<file path="config.mk">
export PLATFORM = sky130hd
export DESIGN_NAME = busca_instrucao
export DESIGN_NICKNAME = d
export VERILOG_FILES = /design/src/rtl/busca_instrucao.sv
export SDC_FILE = /design/constraint.sdc
export NUM_CORES = 1
export LEC_CHECK = 0
export ABC_AREA = 1
export BUFFER_PORTS_ARGS = -buffer_cell sky130_fd_sc_hd__buf_4
export CORE_ASPECT_RATIO = 0.6
export CORE_MARGIN = 10
export CORE_UTILIZATION = 47
export CTS_CLUSTER_DIAMETER = 200
export DETAILED_ROUTE_END_ITERATION = 10
export HOLD_SLACK_MARGIN = 0.12
export PLACE_DENSITY = 0.78
export SLEW_MARGIN = 10
export SYNTH_ARGS = -nofsm -noshare
export SYNTH_HDL_FRONTEND = slang
export SYNTH_SLANG_ARGS = --single-unit
</file>
<file path="constraint.sdc">
create_clock -name clock -period 2 [get_ports clock]
set_clock_uncertainty 0.1 [all_clocks]
set_input_delay 0.4 -clock clock [delete_from_list [all_inputs] [get_ports clock]]
set_output_delay 0.4 -clock clock [all_outputs]
set_load 0.005 [all_outputs]
</file>
<file path="src/rtl/busca_instrucao.sv">
// busca_instrucao: MIPS instruction-fetch stage. Holds the PC, addresses
// instruction memory, and registers the fetched word plus PC+4 into IF/ID.
// Ports:
//   clock, reset          - single clock, synchronous active-high reset
//   stall, flush          - hold the stage / squash IF/ID to a NOP
//   sel_pc                - next PC: 00 seq, 01 branch, 10 jump, 11 jr
//   desvio_offset         - sign-extended branch offset in words
//   endereco_jump         - jump address from soma_jump (bits [27:0] used)
//   registrador_jr        - register value for jr
//   instrucao_mem         - combinational memory read data at pc_saida
//   pc_saida              - current PC / memory address
//   if_id_instrucao/pc4   - IF/ID instruction and its PC+4
//   if_id_valido          - IF/ID holds a real instruction
//   campo_jump            - {if_id_instrucao[25:0], 2'b00} for soma_jump
//   erro_alinhamento      - sticky flag for a misaligned jr target
//   contador_busca        - number of instructions accepted into IF/ID
module busca_instrucao #(
    parameter logic [31:0] RESET_PC = 32'h0000_0000
) (
    input  logic        clock,
    input  logic        reset,
    input  logic        stall,
    input  logic        flush,
    input  logic [1:0]  sel_pc,
    input  logic [31:0] desvio_offset,
    input  logic [31:0] endereco_jump,
    input  logic [31:0] registrador_jr,
    input  logic [31:0] instrucao_mem,
    output logic [31:0] pc_saida,
    output logic [31:0] if_id_instrucao,
    output logic [31:0] if_id_pc4,
    output logic        if_id_valido,
    output logic [27:0] campo_jump,
    output logic        erro_alinhamento,
    output logic [31:0] contador_busca
);

    logic [31:0] pc_q, pc_d;
    logic [31:0] instr_q, instr_d;
    logic [31:0] pc4_q, pc4_d;
    logic        valido_q, valido_d;
    logic        erro_q, erro_d;
    logic [31:0] cont_q, cont_d;

    logic [31:0] pc_mais4;
    logic [31:0] desloc;
    logic [31:0] alvo;
    logic        redirect;
    logic        carrega;

    always_comb begin
        pc_mais4 = pc_q + 32'd4;
        // Full-width shift: bits leaving bit 31 are simply dropped.
        desloc   = desvio_offset << 2;
        alvo     = pc_mais4;
        erro_d   = erro_q;
        unique case (sel_pc)
            2'b00: alvo = pc_mais4;
            2'b01: alvo = pc4_q + desloc;
            2'b10: alvo = (pc4_q & 32'hF000_0000)
                        | (endereco_jump & 32'h0FFF_FFFF);
            2'b11: begin
                alvo = {registrador_jr[31:2], 2'b00};
                if (registrador_jr[1:0] != 2'b00) begin
                    erro_d = 1'b1;
                end
            end
        endcase

        redirect = (sel_pc != 2'b00);
        // A redirect always moves the PC, even while stalled.
        if (redirect) begin
            pc_d = alvo;
        end else if (stall) begin
            pc_d = pc_q;
        end else begin
            pc_d = pc_mais4;
        end

        carrega  = 1'b0;
        instr_d  = instr_q;
        pc4_d    = pc4_q;
        valido_d = valido_q;
        if (flush) begin
            instr_d  = 32'h0000_0000;
            pc4_d    = 32'h0000_0000;
            valido_d = 1'b0;
        end else if (!stall) begin
            instr_d  = instrucao_mem;
            pc4_d    = pc_mais4;
            valido_d = 1'b1;
            carrega  = 1'b1;
        end

        cont_d = carrega ? cont_q + 32'd1 : cont_q;
    end

    always_ff @(posedge clock) begin
        if (reset) begin
            pc_q     <= RESET_PC;
            instr_q  <= 32'h0000_0000;
            pc4_q    <= 32'h0000_0000;
            valido_q <= 1'b0;
            erro_q   <= 1'b0;
            cont_q   <= 32'h0000_0000;
        end else begin
            pc_q     <= pc_d;
            instr_q  <= instr_d;
            pc4_q    <= pc4_d;
            valido_q <= valido_d;
            erro_q   <= erro_d;
            cont_q   <= cont_d;
        end
    end

    assign pc_saida         = pc_q;
    assign if_id_instrucao  = instr_q;
    assign if_id_pc4        = pc4_q;
    assign if_id_valido     = valido_q;
    assign erro_alinhamento = erro_q;
    assign contador_busca   = cont_q;
    assign campo_jump       = {instr_q[25:0], 2'b00};

endmodule

</file>
==> results.ini <==
[final_layout]
num_antenna_cells=0
finalCoreUtilization_pct=74.57
drive_gt1_share_pct=37.39
nets=2005
fin_cells=2091
syn2layout_area_growth_pct=53.39

[grt]
grt_pass1_wl_mm=56.50
grt-ovfl-total=0
grt_max_degree=79
grt_usage_pct=28.51
antenna_found_initial=0
grt_pass1_vias=10233

[synth]
synth_edf_count=0
synth_warnings=0
synth_most_common_cell=nand2_1
synth.distinct_cells=54
synth_top_cell_by_area=dfxtp_1
syn_inst=1428
syn_avg_cell_area_um2=6.248
ys_top_cells_by_count=502 x nand2_1, 166 x inv_1, 130 x dfxtp_1
netlist_top_cells_area=dfxtp_1 29%, nand2_1 21%, inv_1 7.0%
synth_seq_cells=130
syn_area_mm2=0.008922
synthArstFlopShare_pct=0
synth_ff_type=dfxtp_1
synth_top_area_share_pct=29.17
ys_seq_area_share_pct=29.17

[pwr]
peakVddDrop_v=0.0007170
p_sw_share_pct=29.70
p_leak_uw=0.006655
clkPwrFrac_pct=41.1
p_switching_uw=2254
sequentialPowerShare_pct=36.7
intPower_uw=5336
p_comb_share_pct=22.2
power.density_mw_per_mm2=554.6
total_power_uw=7590

[clock_tree]
clk_latency_ns=0.44
clk_transition_reported_paths_ns=0.06
numClockSinks=130
cts_tree=yes
cts_inserted_buffers=17
cts_buffer_depth=2
htreeDepth=4
cts_root_buf=clkbuf_16

[timing]
drv_slew=0
finalWorstSetupSlack_ns=-0.08301
finalSetupViolCount=8
worst_pin_slew_ns=0.6213
hold_slack_ns=0.1289
rsz0062_at_grt=yes
period_share_pct=104.2
min_period_ns=2.083
relSlewSlack_pct=58.14
hold_violations=0
fmax_mhz=480.1

[routing]
first_iter_violations=1152
wl_per_cell_um=18.33
drc=0
routed_wl_mm=38.33
vias_per_cell=5.307
firstDrtPassIters=6
final_antenna_net_count=0
vias=11096

[setup_path]
slowest_delay_ns=0.34
path_class=reg -> reg
path_common_cell=nand2_1
r2r_cells=13
end_kind=flip-flop
required_ns=2.21
regToRegStartpoint=if_id_pc4[11]$_SDFFE_PP0N_
r2r_end=pc_saida[24]$_SDFFE_PP0P_
arrival_ns=2.29
path_cells=ha_4 > nand2_2 > inv_1 > a21oi_2 > buf_4 > o21bai_1 > nand2_1 > nand3_1 > nand2_1 > nand3_1 > nand2_1 > nand2_1 > a21oi_2
crit_path_start_kind=flip-flop
crit_family=simple AND/OR/NAND/NOR gates
r2r_slack_ns=-0.08
worstPathMaxFanout=4
cp_num_buf_inv=2
crit_slowest_cell=dfxtp_1

[floorplan]
pin_count=292
dieWidth_um=197.9
dieArea_mm2=0.02508
core-area_mm2=0.01835
start_util_pct=48.62
fp.dieH_um=126.7
num_rows=38

[worst_hold_path]
min_delay_worst_endpoint=if_id_instrucao[26]$_SDFFE_PP0N_
hold_path.class=in -> reg
hold_start=instrucao_mem[26]
min_path_cells=3

[placement]
routabilityCongestion=0.9794
port-buffer-count=283
dp_cells=2025
dp_hpwl_mm=29.24

[status]
violations=setup timing
status=finished, violations left

[run]
drv_cap=0

==> kinds of logic (layout without fill, tap and decap cells) <==
logic type / Yosys count / in the layout / synth area share, %
other: 1 / 2 / 0.04203
adder cells (fa/ha/maj): 32 / 32 / 4.572
buffers and inverters: 245 / 667 / 12.45
XOR/XNOR: 27 / 27 / 2.650
AO/OA/AOI/OAI: 216 / 216 / 13.41
flip-flops: 130 / 130 / 29.17
AND/OR/NAND/NOR: 777 / 777 / 37.71
==> worst reg2reg max path: cells and delay by family, from the launching register on <==
family / cells / cell delay, ns
and+or+nand+nor: 7 / 0.64
DFF: 1 / 0.34
AOI/OAI and AO/OA: 3 / 0.36
buffers and inverters: 2 / 0.23
adders and majority gates: 1 / 0.30
==> placed cells by master (no fill, tap or decap), types with 18 or more instances in the layout <==
| master | Yosys | layout |
|---|---|---|
| nand2_1 | 502 | 458 |
| buf_4 | 31 | 438 |
| inv_1 | 166 | 158 |
| a21oi_1 | 124 | 108 |
| dfxtp_1 | 130 | 108 |
| nor2_1 | 108 | 84 |
| nand3_1 | 70 | 53 |
| o21ai_0 | 50 | 44 |
| nand2_2 | 3 | 43 |
| xor2_1 | 26 | 26 |
| nor2_2 | 7 | 23 |
| dfxtp_2 | 0 | 21 |
| dlygate4sd3_1 | 0 | 20 |
| ha_4 | 0 | 19 |
| a21oi_2 | 2 | 18 |
==> what timing repair did <==
item | in CTS | in global routing
resized for setup | 48 | 143
hold endpoints to repair | 20 | 0
buffers inserted | 4 | 11
setup endpoints to repair | 20 | 41
hold buffers | 20 | 0
pin swaps | 10 | 17
==> layer usage <==
layer / share of wire, % / wire length (um) / GRT usage (%) / up-vias
met5: 0 / 0 / 0 / -
met4: 2.8 / 1092 / 10.26 / 0
met3: 13 / 5028 / 11.43 / 76
met2: 42 / 16220 / 42.34 / 642
met1: 42 / 16000 / 36.50 / 5010
li1: - / - / - / 5368
==> cell type report <==
| cell class | instances | area [um^2] |
|---|---|---|
| Multi-Input combinational cell | 1054 | 5961 |
| Fill cell | 1487 | 4667 |
| Timing Repair Buffer | 462 | 3560 |
| Sequential cell | 130 | 2633 |
| Inverter | 174 | 656.9 |
| Clock buffer | 18 | 439.2 |
| Tap cell | 240 | 300.3 |
| Clock inverter | 13 | 136.4 |
==> worst max path at each step <==
stage	slack, ns	from	cells after the start	to
finish	-0.08	if_id_pc4[11]$_SDFFE_PP0N_	13	pc_saida[24]$_SDFFE_PP0P_
global route	-0.18	if_id_pc4[24]$_SDFFE_PP0N_	14	pc_saida[29]$_SDFFE_PP0P_
CTS	-0.03	if_id_pc4[2]$_SDFFE_PP0N_	16	pc_saida[18]$_SDFFE_PP0P_
detailed placement	-0.39	desvio_offset[5]	12	pc_saida[9]$_SDFFE_PP0P_
global placement	-0.40	desvio_offset[5]	12	pc_saida[9]$_SDFFE_PP0P_
floorplan	0.02	if_id_pc4[2]$_SDFFE_PP0N_	12	pc_saida[16]$_SDFFE_PP0P_
==> stage by stage <==
stage                     area [um^2]  setup slack, ns  TNS [ns]
after floorplan                  8949          0.01844         0
after global placement          12030          -0.4045    -5.291
after detailed placement        12030          -0.3902    -5.816
after CTS                       13060         -0.02820  -0.03488
after global routing            13690          -0.1807    -1.947
final                           13690         -0.08301   -0.3306
==> power groups by stage <==
stage	Clock [uW]	Sequential [uW]	Combinational, uW
floorplan	0	2840	662
global placement	0	2830	1460
detailed placement	0	2830	1480
CTS	3150	2780	1560
global route	3270	2800	1810
finish	3120	2790	1680
==> state kept, by name, summed over array words and instances, names as in the netlist <==
| name | count |
|---|---|
| contador_busca | 32 |
| pc_saida | 32 |
| erro_alinhamento | 1 |
| if_id_instrucao | 32 |
| if_id_pc4 | 32 |
| if_id_valido | 1 |
(Power assumes the default switching activity.)
